**src/rtl/rob_pkg.sv**
```systemverilog
// Shared defaults and FSM encoding for the reorder-buffer release controller.
package rob_pkg;

    localparam int ROB_DEPTH  = 8;
    localparam int ROB_AWIDTH = 3;
    localparam int ROB_WIDTH  = 34;

    typedef enum logic {
        IDLE    = 1'b0,
        PRESENT = 1'b1
    } rob_state_e;

endpackage

```
**src/rtl/rmem.sv**
```systemverilog
// Reorder-buffer storage: synchronous write port, read port with a registered address
// (rdata follows the address captured on the last rden pulse).
module rmem #(
    parameter int DEPTH  = 8,
    parameter int AWIDTH = 3,
    parameter int WIDTH  = 34
) (
    input  logic              wclk,
    input  logic              wren,
    input  logic [AWIDTH-1:0] waddress,
    input  logic [WIDTH-1:0]  wdata,
    input  logic              rclk,
    input  logic              rden,
    input  logic [AWIDTH-1:0] raddress,
    output logic [WIDTH-1:0]  rdata
);

    logic [WIDTH-1:0]  mem_q [DEPTH];
    logic [AWIDTH-1:0] raddr_q;

    always_ff @(posedge wclk) begin
        if (wren) begin
            mem_q[waddress] <= wdata;
        end
    end

    always_ff @(posedge rclk) begin
        if (rden) begin
            raddr_q <= raddress;
        end
    end

    assign rdata = mem_q[raddr_q];

endmodule

```
**src/rtl/rob_ctrl.sv**
```systemverilog
// In-order release controller in front of rmem: hands out tags in order, stores out-of-order
// completions, retires in allocation order. Defining ROB_FLUSH_EN adds a synchronous flush input.
module rob_ctrl
    import rob_pkg::*;
#(
    parameter int DEPTH  = ROB_DEPTH,
    parameter int AWIDTH = ROB_AWIDTH,
    parameter int WIDTH  = ROB_WIDTH
) (
    input  logic              clk,
    input  logic              rst_n,
`ifdef ROB_FLUSH_EN
    input  logic              flush,
`endif
    input  logic              alloc_req,
    output logic              alloc_gnt,
    output logic [AWIDTH-1:0] alloc_tag,
    input  logic              cpl_valid,
    input  logic [AWIDTH-1:0] cpl_tag,
    input  logic [WIDTH-1:0]  cpl_data,
    output logic              out_valid,
    input  logic              out_ready,
    output logic [AWIDTH-1:0] out_tag,
    output logic [WIDTH-1:0]  out_data,
    output logic [AWIDTH:0]   count,
    output logic              full,
    output logic              empty,
    output logic              dbg_state
);

    localparam logic [AWIDTH-1:0] PTR_ONE  = AWIDTH'(1);
    localparam logic [AWIDTH:0]   CNT_ONE  = (AWIDTH + 1)'(1);
    localparam logic [AWIDTH:0]   CNT_FULL = (AWIDTH + 1)'(DEPTH);

    logic [AWIDTH-1:0] head_q, head_d, tail_q, tail_d, head_nxt;
    logic [AWIDTH:0]   count_q, count_d;
    logic [DEPTH-1:0]  alloc_q, alloc_d, done_q, done_d;
    rob_state_e        state_q, state_d;
    logic              hs, cpl_ok, rden;
    logic [AWIDTH-1:0] raddress;

    assign count     = count_q;
    assign full      = (count_q == CNT_FULL);
    assign empty     = (count_q == '0);
    assign alloc_tag = tail_q;
    assign out_tag   = head_q;
    assign out_valid = (state_q == PRESENT);
    assign dbg_state = state_q;
    assign head_nxt  = head_q + PTR_ONE;

    // Output port is valid/ready: an entry transfers on a cycle where out_valid and out_ready
    // are both high; out_valid never falls without that transfer, and out_data holds meanwhile.
    assign hs = out_valid & out_ready;

`ifdef ROB_FLUSH_EN
    assign alloc_gnt = alloc_req & ~full & ~flush;
    assign cpl_ok    = cpl_valid & alloc_q[cpl_tag] & ~done_q[cpl_tag] & ~flush;
`else
    assign alloc_gnt = alloc_req & ~full;
    assign cpl_ok    = cpl_valid & alloc_q[cpl_tag] & ~done_q[cpl_tag];
`endif

    always_comb begin
        head_d   = head_q;
        tail_d   = tail_q;
        count_d  = count_q;
        alloc_d  = alloc_q;
        done_d   = done_q;
        state_d  = state_q;
        rden     = 1'b0;
        raddress = head_q;

        if (alloc_gnt) begin
            alloc_d[tail_q] = 1'b1;
            done_d[tail_q]  = 1'b0;
            tail_d          = tail_q + PTR_ONE;
        end
        // A done slot never accepts a second write, so the presented entry cannot change.
        if (cpl_ok) begin
            done_d[cpl_tag] = 1'b1;
        end

        case (state_q)
            IDLE: begin
                if (done_q[head_q]) begin
                    rden    = 1'b1;
                    state_d = PRESENT;
                end
            end
            PRESENT: begin
                if (hs) begin
                    alloc_d[head_q] = 1'b0;
                    done_d[head_q]  = 1'b0;
                    head_d          = head_nxt;
                    if (done_q[head_nxt]) begin
                        rden     = 1'b1;
                        raddress = head_nxt;
                    end else begin
                        state_d = IDLE;
                    end
                end
            end
            default: state_d = IDLE;
        endcase

        case ({alloc_gnt, hs})
            2'b10:   count_d = count_q + CNT_ONE;
            2'b01:   count_d = count_q - CNT_ONE;
            default: count_d = count_q;
        endcase

`ifdef ROB_FLUSH_EN
        if (flush) begin
            head_d  = '0;
            tail_d  = '0;
            count_d = '0;
            alloc_d = '0;
            done_d  = '0;
            state_d = IDLE;
            rden    = 1'b0;
        end
`endif
    end

    always_ff @(posedge clk or negedge rst_n) begin
        if (!rst_n) begin
            head_q  <= '0;
            tail_q  <= '0;
            count_q <= '0;
            alloc_q <= '0;
            done_q  <= '0;
            state_q <= IDLE;
        end else begin
            head_q  <= head_d;
            tail_q  <= tail_d;
            count_q <= count_d;
            alloc_q <= alloc_d;
            done_q  <= done_d;
            state_q <= state_d;
        end
    end

    rmem #(
        .DEPTH (DEPTH),
        .AWIDTH(AWIDTH),
        .WIDTH (WIDTH)
    ) u_rmem (
        .wclk    (clk),
        .wren    (cpl_ok),
        .waddress(cpl_tag),
        .wdata   (cpl_data),
        .rclk    (clk),
        .rden    (rden),
        .raddress(raddress),
        .rdata   (out_data)
    );

endmodule

```
**config.mk**
```make
export PLATFORM = sky130hd
export DESIGN_NAME = rob_ctrl
export DESIGN_NICKNAME = d
export VERILOG_FILES = /design/src/rtl/rob_pkg.sv /design/src/rtl/rmem.sv /design/src/rtl/rob_ctrl.sv
export SDC_FILE = /design/constraint.sdc
export NUM_CORES = 1
export LEC_CHECK = 0
export CAP_MARGIN = 20
export CORE_UTILIZATION = 54
export DETAILED_ROUTE_END_ITERATION = 16
export GPL_ROUTABILITY_DRIVEN = 0
export PLACE_DENSITY = 0.8
export SYNTH_ARGS = -nofsm -noshare
export SYNTH_HDL_FRONTEND = slang
export SYNTH_SLANG_ARGS = --single-unit
```
**constraint.sdc**
```tcl
create_clock -name clk -period 5.75 [get_ports clk]
set_input_delay 0.575 -clock clk [delete_from_list [all_inputs] [get_ports clk]]
set_output_delay 0.575 -clock clk [all_outputs]
set_load 0.01 [all_outputs]
```
==> flow_summary.toml, run 1 <==
[final_layout]
nFillCells = 1393
drive_gt1_share_pct = 26.3
syn_to_final_growth_pct = 18.1
final_cell_area_sq_um = 14400
nets = 731
antenna_cells = 0

[clocking]
cts_max_level = 1
clock-root-buffer = "clkbuf_16"
cts_buffers = 30
cts_tree = "yes"
clockBufferDepth = 3
holdBufCountCts = 0
clkTransAtPathRegs_ns = 0.06
cts.sink_count = 305
cts_resized = 0
insertion_delay_ns = 0.57
postCtsSetupBuffers = 0

[sta]
tightest_slew_ns = 1.10
post-route-period-util_pct = 59.1
whs_ns = 0.392
fin_worst_skew_ns = 0.0229
slew_headroom_pct = 26.7
setup-violations-final = 0
slew_viol_final = 0
tns_ns = 0
finalWorstSetupSlack_ns = 2.35
final_hold_viol_count = 0
rsz0062_at_grt = "no"
period_minus_slack_ns = 3.40
max_freq_mhz = 294

[floorplanning]
start_util_pct = 55.5
rows = 54
core_area_sq_um = 22000
die_w_microns = 152
die_y_microns = 152
fp.dieArea_sq_um = 23200
io_pins = 91

[logic_synthesis]
synth_largest_area_cell = "edfxtp_1"
postSynthCellCount = 586
avgSynthCellArea_sq_um = 20.9
synth_edf_count = 275
yosysUniqueCellTypes = 56
synth.area.top_cells = "edfxtp_1 (68%), mux4_2 (13%), dfrtp_1 (5.5%), mux2_2 (3.5%), ha_1 (0.51%)"
synthArstFlopShare_pct = 8.85
ys_warn_count = 0
synth_top_area_share_pct = 67.6
synth_common_cells = "edfxtp_1 (275), mux4_2 (73), mux2_2 (38), dfrtp_1 (27), nand2_1 (14)"
ys_ff_latch = 305
synth-seq-area-share_pct = 73.6
synth.most_common_cell = "edfxtp_1"
synthesis.nets = 633
synth_ff_type = "edfxtp_1"
syn-cell-area_sq_um = 12200

[power]
p_sw_share_pct = 28.7
vdd_drop_max_v = 0.000296
sequentialPowerShare_pct = 41.9
p_leak_nw = 4.71
finalPower_mw = 7.20
pwr-share-comb_pct = 30.5
switching_power_mw = 2.07
clkPwrFrac_pct = 27.7
power_density_nw_per_um2 = 499
power.internal_mw = 5.13

[detailed_routing]
drt_iter0_drc = 561
viasPerCell = 6.19
firstDrtPassIters = 13
vias = 6107
ant_nets = 0
drc_errors = 2
wl_per_cell_microns = 24.6
wl_microns = 24300

[placement]
placed_area_sq_um = 13400
port_buffers = 90
hpwl_microns = 13600
pre_cts_ws_ns = 2.26

[run]
drv_cap = 0

[status]
violations = "design-rule violations"
outcome = "finished with violations"

[global_route]
grtUsageTotal_pct = 21.4
grt_max_degree = 69
grt_overflow_total = 0
grt_pass1_wl_microns = 37300
antenna_found_initial = 0
grt_pass1_vias = 6411

[setup_path]
arrival_ns = 2.82
startpoint_type = "flop"
cp-end-kind = "primary output"
critPathMaxFanout = 68
required_ns = 5.18
path_class = "flop to primary output"

[min_path]
hp-class = "primary input to async pin"
worst max-delay path: stages, from the launching register on:
cell and delay (ns):
dfxtp_4 1.00, mux4_2 0.44, mux2_2 0.31, clkdlybuf4s50_1 0.50
per-stage QoR:
stage / instances / util (%)
floorplan: 586 / -
global placement: 931 / 60.8
detailed placement: 931 / 60.8
CTS: 986 / 65.4
global route: 987 / 65.5
finish: 987 / 65.5
path summary, 6_finish.rpt:
check,startpoint,to,slack (ns),cells past startpoint
setup / recovery,flop,out_data[2],2.35,3
hold / removal,rst_n,count[3]$_DFFE_PN0P_,0.39,2
setup reg to reg,count[0]$_DFFE_PN0P_,count[2]$_DFFE_PN0P_,3.03,10
hold reg to reg,u_rmem.raddr_q[2]$_DFFE_PP_,flop,0.49,1
max in group asynchronous,rst_n,done_q[5]$_DFF_PN0_,5.10,2
min in group clk,u_rmem.raddr_q[2]$_DFFE_PP_,flop,0.49,1
area by class of cell:
| type | instances | area [sq um] | share of cell area (%) |
|---|---|---|---|
| Timing Repair Buffer | 98 | 981 | 6.80 |
| Sequential cell | 305 | 9000 | 62.4 |
| Inverter | 10 | 42.5 | 0.295 |
| Multi-Input combinational cell | 239 | 3050 | 21.1 |
| Tap cell | 280 | 350 | 2.43 |
| Clock buffer | 35 | 769 | 5.33 |
| Clock inverter | 20 | 244 | 1.69 |
placed cells by master (no fill, tap or decap), types with 5 or more instances in the layout:
cell             count
inv_1                6
nand2_1             14
clkbuf_1             5
xnor2_1              7
buf_4                7
bufinv_16            5
edfxtp_1           275
clkbuf_16           30
dfrtp_1             27
nor2_1               7
mux4_2              73
ha_1                 5
clkinv_2             5
clkinv_1             5
nand2b_1             6
o21ai_0              5
clkdlybuf4s50_1     90
nor3_1               7
mux2i_1              5
o21a_1               8
mux2_2              38
metal layers:
layer | up-vias | GRT usage, % | wire [microns] | part of all wire (%)
met5 | - | 0 | 0 | 0
met4 | 0 | 5.96 | 560 | 2.3
met3 | 47 | 3.90 | 1440 | 5.9
met2 | 241 | 35.4 | 12200 | 50
met1 | 3209 | 29.7 | 10100 | 42
li1 | 2610 | - | - | -
power groups by stage:
stage | registers (mW) | clock network (mW) | logic, mW
finish | 3.01 | 1.99 | 2.19
global route | 3.05 | 2.10 | 2.34
CTS | 3.10 | 2.02 | 2.11
global placement | 3.12 | 0 | 2.03
floorplan | 2.78 | 0 | 1.63
detailed placement | 3.15 | 0 | 2.08
logic make-up (layout without fill, tap and decap cells):
family	after synthesis	in the layout	synth area share (%)
DFF	305	305	73.6
muxes	119	119	17.8
and+or+nand+nor	61	61	2.76
AOI/OAI and AO/OA	43	43	2.82
buffers and inverters	42	163	1.75
xor gates and xnor gates	11	11	0.788
adders and majority gates	5	5	0.512
flip-flops by register name (all words and copies together), names as in the netlist, named ones only:
name            flops
out_tag             3
alloc_q             8
u_rmem.raddr_q      3
done_q              8
alloc_tag           3
dbg_state           1
count               4
u_rmem.mem_q      272
(Power assumes the default switching activity.)
==> run 2: changes to the inputs <==
- clock period: 5.75 -> 3.5 ns (I/O delays scaled with it)
==> flow_summary.toml, run 2 (synthesized netlist as in run 1, its figures left out) <==
[final_layout]
reg_top3 = "u_rmem.mem_q (272), alloc_q (8), done_q (8)"
largest_reg_flops = 272
final_cell_mix = "edfxtp_1 (275), clkdlybuf4s50_1 (90), mux4_2 (73)"
syn_to_final_growth_pct = 18.5
antenna_cells = 0
final_util_pct = 65.7
nets = 738
layout_commonest_cell = "edfxtp_1"
drive_gt1_share_pct = 27.0
nFillCells = 1430
final_cells = 994
final_cell_area_sq_um = 14500
regMostFlops = "u_rmem.mem_q"

[clocking]
insertion_delay_ns = 0.55
cts_max_level = 1
clkTransAtPathRegs_ns = 0.07
cts_tree = "yes"
cts_resized = 0
cts_buffers = 30
clock-root-buffer = "clkbuf_16"
holdBufCountCts = 0
postCtsSetupBuffers = 0
clockBufferDepth = 3
cts.sink_count = 305

[detailed_routing]
ant_nets = 0
viasPerCell = 6.09
drc_errors = 0
firstDrtPassIters = 7
vias = 6050
drt_iter0_drc = 432
wl_per_cell_microns = 23.6
wl_microns = 23500

[run]
drv_cap = 0

[setup_path]
cp-end-kind = "primary output"
cp_num_cells = 4
path_buf_inv = 2
cp_cell_sequence = "buf_4 -> mux4_2 -> mux2_2 -> clkdlybuf4s50_1"
arrival_ns = 2.89
r2r.worst_path.cells = 10
path_class = "flop to primary output"
cp_slowest_cell = "dfxtp_4"
r2r_start = "count[1]$_DFFE_PN0P_"
r2r_end = "count[2]$_DFFE_PN0P_"
crit_family = "multiplexers"
max_stage_delay_ns = 0.66
critPathMaxFanout = 24
required_ns = 3.15
startpoint_type = "flop"
r2r_slack_ns = 0.71

[power]
vdd_drop_max_v = 0.000568
sequentialPowerShare_pct = 41.5
p_leak_nw = 4.74
clkPwrFrac_pct = 26.7
power_density_nw_per_um2 = 810
power.internal_mw = 8.34
finalPower_mw = 11.7
pwr-share-comb_pct = 31.8
p_sw_share_pct = 28.8
switching_power_mw = 3.38

[sta]
whs_ns = 0.169
tns_ns = 0
slew_headroom_pct = 36.0
tightest_slew_ns = 0.959
slew_viol_final = 0
rsz0062_at_grt = "no"
post-route-period-util_pct = 92.7
period_minus_slack_ns = 3.24
finalWorstSetupSlack_ns = 0.256
final_hold_viol_count = 0
fin_worst_skew_ns = 0.0230
setup-violations-final = 0
max_freq_mhz = 308

[placement]
port_buffers = 90
pre_cts_ws_ns = 0.687
dp.cells = 939
placed_area_sq_um = 13500
hpwl_microns = 13800

[global_route]
grt_pass1_wl_microns = 36800
antenna_found_initial = 1
grt_pass1_vias = 6358
grt_overflow_total = 0
grt_max_degree = 36
grtUsageTotal_pct = 21.0

[floorplanning]
io_pins = 91
core_area_sq_um = 22000
fp.dieArea_sq_um = 23200
die_w_microns = 152
rows = 54
start_util_pct = 55.5
die_y_microns = 152

[min_path]
hp-class = "primary input to async pin"

[status]
outcome = "completed"
## run 2: changes by cell type in the layout (fill, tap and decap cells not counted)
cell | before | now
buf_12 | 0 | 4
buf_16 | 1 | 0
buf_4 | 7 | 11
bufinv_16 | 5 | 3
clkbuf_1 | 5 | 3
clkbuf_16 | 30 | 31
clkinv_1 | 5 | 7
clkinv_2 | 5 | 8
clkinv_4 | 3 | 1
clkinv_8 | 1 | 0
clkinvlp_2 | 1 | 0
clkinvlp_4 | 2 | 3
inv_6 | 0 | 1
## run 2: worst max path at each step
| stage | startpoint | slack [ns] | endpoint |
|---|---|---|---|
| floorplan | cpl_tag[2] | -1.37 | u_rmem.mem_q[3][0]$_DFFE_PP_ |
| global placement | cpl_tag[0] | 0.69 | u_rmem.mem_q[4][27]$_DFFE_PP_ |
| CTS | flop | 0.15 | out_data[10] |
| detailed placement | cpl_tag[0] | 0.69 | u_rmem.mem_q[4][21]$_DFFE_PP_ |
| finish | flop | 0.26 | out_data[10] |
| global route | flop | 0.07 | out_data[2] |
## run 2: power by group through the flow
| stage | logic [mW] | clock network [mW] | registers (mW) |
|---|---|---|---|
| after global placement | 3.65 | 0 | 4.91 |
| after CTS | 3.78 | 3.18 | 4.87 |
| after detailed placement | 3.74 | 0 | 4.94 |
| final | 3.73 | 3.13 | 4.86 |
| after global routing | 3.98 | 3.33 | 4.93 |
| after floorplan | 2.67 | 0 | 4.56 |
## run 2: routing by layer
layer,part of all wire (%),GRT usage [%],vias up,wire [microns]
met2,52,36.1,221,12200
li1,-,-,2628,-
met4,1.8,5.10,2,426
met5,0.055,0,-,13
met3,5.5,3.70,41,1300
met1,41,28.3,3158,9570
## run 2: cell type report
type / count / area, sq um / share of cell area (%)
multi-input combinational: 239 / 3050 / 21.0
tap: 280 / 350 / 2.42
timing repair buffer: 105 / 1060 / 7.35
clock buffer: 34 / 787 / 5.44
inverter: 10 / 42.5 / 0.294
clock inverter: 21 / 184 / 1.27
sequential: 305 / 9000 / 62.2
==> run 3: changes to the inputs <==
- CORE_MARGIN: default -> 1.5
==> flow_summary.toml, run 3 (synthesized netlist as in run 1, its figures left out) <==
[floorplanning]
die_y_microns = 153
io_pins = 91
start_util_pct = 55.5
die_w_microns = 153
core_area_sq_um = 22000
rows = 54
fp.dieArea_sq_um = 23500

[sta]
post-route-period-util_pct = 89.9
tightest_slew_ns = 0.965
finalWorstSetupSlack_ns = 0.354
slew_headroom_pct = 35.7
period_minus_slack_ns = 3.15
rsz0062_at_grt = "no"
fin_worst_skew_ns = 0.0300
setup-violations-final = 0
final_hold_viol_count = 0
slew_viol_final = 0
max_freq_mhz = 318

[detailed_routing]
firstDrtPassIters = 5
vias = 6071
wl_microns = 24100
ant_nets = 0
wl_per_cell_microns = 24.3
drc_errors = 0
viasPerCell = 6.13
drt_iter0_drc = 478

[status]
outcome = "completed"

[global_route]
grt_pass1_vias = 6405
antenna_found_initial = 1
grt_overflow_total = 0
grt_max_degree = 37
grt_pass1_wl_microns = 37100
grtUsageTotal_pct = 21.1

[setup_path]
cp_cell_sequence = "buf_4 -> mux4_2 -> mux2_2 -> clkdlybuf4s50_1"
path_class = "flop to primary output"
arrival_ns = 2.80
max_stage_delay_ns = 0.55
cp-end-kind = "primary output"
path_buf_inv = 2
required_ns = 3.15
critPathMaxFanout = 15
startpoint_type = "flop"
cp_slowest_cell = "mux4_2"
crit_family = "buffers and inverters"

[final_layout]
syn_to_final_growth_pct = 18.6
regArea_sq_um = 9000
drive_gt1_share_pct = 26.3
antenna_cells = 0
nets = 737
layout_commonest_cell = "edfxtp_1"
reg_top3 = "u_rmem.mem_q (272), alloc_q (8), done_q (8)"
final_cell_area_sq_um = 14500
multiInputGateArea_sq_um = 3050
regMostFlops = "u_rmem.mem_q"
largest_reg_flops = 272
final_cell_mix = "edfxtp_1 (275), clkdlybuf4s50_1 (90), mux4_2 (73)"
nFillCells = 1410

[clocking]
cts_buffers = 29
clock-root-buffer = "clkbuf_16"
cts_tree = "yes"
insertion_delay_ns = 0.56
postCtsSetupBuffers = 0
cts_max_level = 1
holdBufCountCts = 0
clkTransAtPathRegs_ns = 0.06
clockBufferDepth = 3
cts_resized = 0
cts.sink_count = 305

[placement]
pre_cts_ws_ns = 0.636
placed_area_sq_um = 13500
port_buffers = 90
hpwl_microns = 14200

[power]
finalPower_mw = 11.8
power_density_nw_per_um2 = 812
p_leak_nw = 4.75
vdd_drop_max_v = 0.000659

[min_path]
hp-class = "primary input to async pin"

[run]
drv_cap = 0
==> run 3: final cells by class <==
cell class                      instances  area share (%)
Sequential cell                       305            62.1
Multi-Input combinational cell        239            21.0
Timing Repair Buffer                  105            7.48
Clock buffer                           42            5.62
Tap cell                              280            2.42
Clock inverter                         10            1.06
Inverter                               10           0.294
==> run 3: per-layer routing <==
| metal | up-vias | global-route usage, % | part of all wire, % | wire [microns] |
|---|---|---|---|---|
| met5 | - | 0 | 0.046 | 11 |
| met4 | 2 | 5.50 | 2.3 | 544 |
| met3 | 52 | 3.80 | 6.2 | 1500 |
| met2 | 264 | 36.7 | 52 | 12500 |
| met1 | 3136 | 27.8 | 39 | 9490 |
| li1 | 2617 | - | - | - |
==> run 3: final timing paths <==
check | slack [ns] | cells after the start | from | endpoint
worst max-delay path | 0.35 | 4 | flop | out_data[20]
worst min-delay path | 0.12 | 1 | rst_n | alloc_q[5]$_DFF_PN0_
worst max register to register | 0.81 | 10 | count[1]$_DFFE_PN0P_ | count[2]$_DFFE_PN0P_
worst min register to register | 0.48 | 1 | u_rmem.raddr_q[2]$_DFFE_PP_ | flop
max in group asynchronous | 2.91 | 2 | rst_n | alloc_tag[1]$_DFFE_PN0N_
min in group clk | 0.48 | 1 | u_rmem.raddr_q[2]$_DFFE_PP_ | flop
==> run 3: stage by stage <==
stage	cells	util [%]	hold WS, ns	TNS, ns
after detailed placement	939	61.4	0.473	0
after floorplan	586	-	0.0544	-189.84
after global placement	938	61.3	0.468	0
after CTS	991	65.8	0.109	0
final	991	65.8	0.120	0
after global routing	991	65.8	0.139	0
==> run 3: power breakdown <==
part           switching (mW)  leakage, nW  internal, mW
Clock                    1.25        0.471          1.90
Combinational            1.59         1.45          2.19
Sequential              0.505         2.83          4.32
==> run 3: worst reg2reg max path: stages, from the launching register on <==
cell	delay, ns
dfrtp_1	0.48
or4b_4	0.56
and2_1	0.32
clkinv_4	0.15
ha_1	0.26
xor2_1	0.10
ha_1	0.18
a21oi_1	0.15
xor2_1	0.18
nor2_1	0.06
xor2_1	0.14
==> edit (config.mk and constraints of run 2) <==
Reset style: synchronous (`rst_n`), changed in one clocked block.
--- a/src/rtl/rob_ctrl.sv
+++ b/src/rtl/rob_ctrl.sv
@@ -123,5 +123,5 @@
     end
 
-    always_ff @(posedge clk or negedge rst_n) begin
+    always_ff @(posedge clk) begin
         if (!rst_n) begin
             head_q  <= '0;
Formal check against the unedited RTL: differs if rst_n is asserted again (counterexample within 4 cycles, from zero or initial values and one cycle with rst_n low); with rst_n held inactive, the same outputs for 4 cycles.
==> edit against run 2 <==
Wire length is 1.3% higher; via count is 0.69% higher; synthesized area decreased by 1.8%; die area shrank 1.8%; setup slack worse by 0.023 ns; sequential cell count is the same; design area about the same; register-to-register slack worse by 0.02 ns; critical path type unchanged.
Power is not compared: it rests on default switching activity, and its combinational part moved more than twofold at a synthesized area within 25%.
==> edit: results (changes against run 2) <==
----------------------------------------------------
[Yosys]
  Cell types occupying the most area after synthesis ... sky130_fd_sc_hd__edfxtp_1, sky130_fd_sc_hd__mux4_2, sky130_fd_sc_hd__dfxtp_1, sky130_fd_sc_hd__mux2_2, sky130_fd_sc_hd__nand2_1
  Syn_nets ... 646 (+2.1%)
  Fraction of synthesized cell area in xor and xnor cells ... 0.584% (-0.20 points)
  Per-instance average area after synthesis ... 20.0 µm² (-3.9%)
  Top cell types by occurrence after synthesis ... sky130_fd_sc_hd__edfxtp_1, sky130_fd_sc_hd__mux4_2, sky130_fd_sc_hd__mux2_2
  Number of distinct library cells after synthesis ... 46 (-18%)
  Main flop type after synthesis ... sky130_fd_sc_hd__edfxtp_1
  Area fraction in compound gates after synthesis ... 3.02% (+0.21 points)
  Multiplexer share of the synthesized area ... 17.4% (-0.36 points)
  Ys async rst share ... 0% (-8.9 points)
  Sequential fraction of the synthesis area ... 73.8% (+0.22 points)
  Fraction of the mapped netlist area in adder cells ... 0.521% (+0.0094 points)

[Pwr]
  Max VDD drop ... 304 µV
  Combinational fraction of design power ... 2.6%
  Net switching power ... 1.41 mW
  Lkg Pwr ... 4.54 nW
  Design Power ... 7.43 mW

[Cells and area]
  Net count of the finished layout ... 753 (+2.0%)
  Fill cells ... 1370 (-4.2%)
  Fraction of layout cells with a size suffix above 1 ... 25.8% (-1.2 points)

[CTS]
  Clk Latency, worst-skew pair ... 0.54 ns
  Number of buffers created by CTS ... 29 (-3.3%)
  Root buf cell ... sky130_fd_sc_hd__clkbuf_16
  Post-CTS resize count ... 0 (unchanged)
  Clock buffer depth ... 3 (unchanged)

[Worst setup path]
  Maximum fanout count along the critical path ... 25 (+4.2%)
  Capture point of the worst reg-to-reg path ... count[2]
  Capturing element of the worst setup path ... out_data[22]
  Slowest cell on crit path ... sky130_fd_sc_hd__dfxtp_4
  Reg2Reg Setup Slack ... 0.69 ns (-0.02 ns)
  R2r startpoint ... count[1]
  Data arrival, critical path ... 2.92 ns (+0.03 ns)

[GRT]
  Global routing usage summed across all routing layers ... 21.9% (+0.87 points)
  Maximum number of pins on one net before global-route repair ... 69 (+92%)
  Via count of the first global-routing pass ... 6404 (+0.72%)
  Global-route wire length before repair ... 36800 µm (about the same)

[Routing]
  Post-DR vias/cell ... 6.04 (-0.80%)
  Pre-antenna DRT Iters ... 5 (-2)
  Iteration-0 DRC count of the detailed router ... 422 (-2.3%)
  Average routed wire per standard cell ... 23.6 µm (-0.16%)
  Routed WL ... 23800 µm (+1.3%)

[Status]
  Result of the run ... complete, no violations

[Timing]
  Hold WS ... 0.491 ns (+0.323 ns)
  Worst-case headroom to the max-slew limit ... 53.1% (+17 points)
  Post-route clock skew ... 0.0165 ns (-0.00646 ns)
  Max Fclk ... 306 MHz (-0.71%)

[Min path]
  Hold_sp ... alloc_q[7]
  Type of the worst min-delay path ... register to register

[Place]
  Post-placement worst setup slack ... 0.372 ns (-0.315 ns)
  Total instance count after detailed placement ... 955 (+1.7%)
  Post-detailed-placement cell area ... 13400 µm² (-0.43%)
  Post-DP HPWL ... 14000 µm (+1.6%)

----------------------------------------------------
-- edit: layout make-up --
cell class	instances	area share, %
Sequential cell	305	61.3
Clock buffer	39	5.99
Multi-Input combinational cell	255	21.1
Clock inverter	14	1.04
Inverter	8	0.208
Tap cell	280	2.42
Timing Repair Buffer	107	7.97
Antenna cell	1	0.0173
-- edit: stage by stage --
| step | util, % | setup TNS, ns |
|---|---|---|
| 2_1_floorplan | - | -13.12 |
| 3_3_place_gp | 61.6 | 0 |
| 3_5_place_dp | 61.6 | 0 |
| 4_1_cts | 66.3 | 0 |
| 5_1_grt | 66.3 | 0 |
| 6_report | 66.3 | 0 |
-- edit: worst max-delay path: cells and delay by family, from the launching register on --
family	cells	cell delay [ns]
buffers and inverters	2	0.86
muxes	2	0.84
DFF	1	0.66
-- edit: layer usage --
layer	track usage, %	part of all wire [%]
met5	0	0
met4	5.75	1.7
met3	3.31	5.6
met2	37.6	51
met1	29.4	41
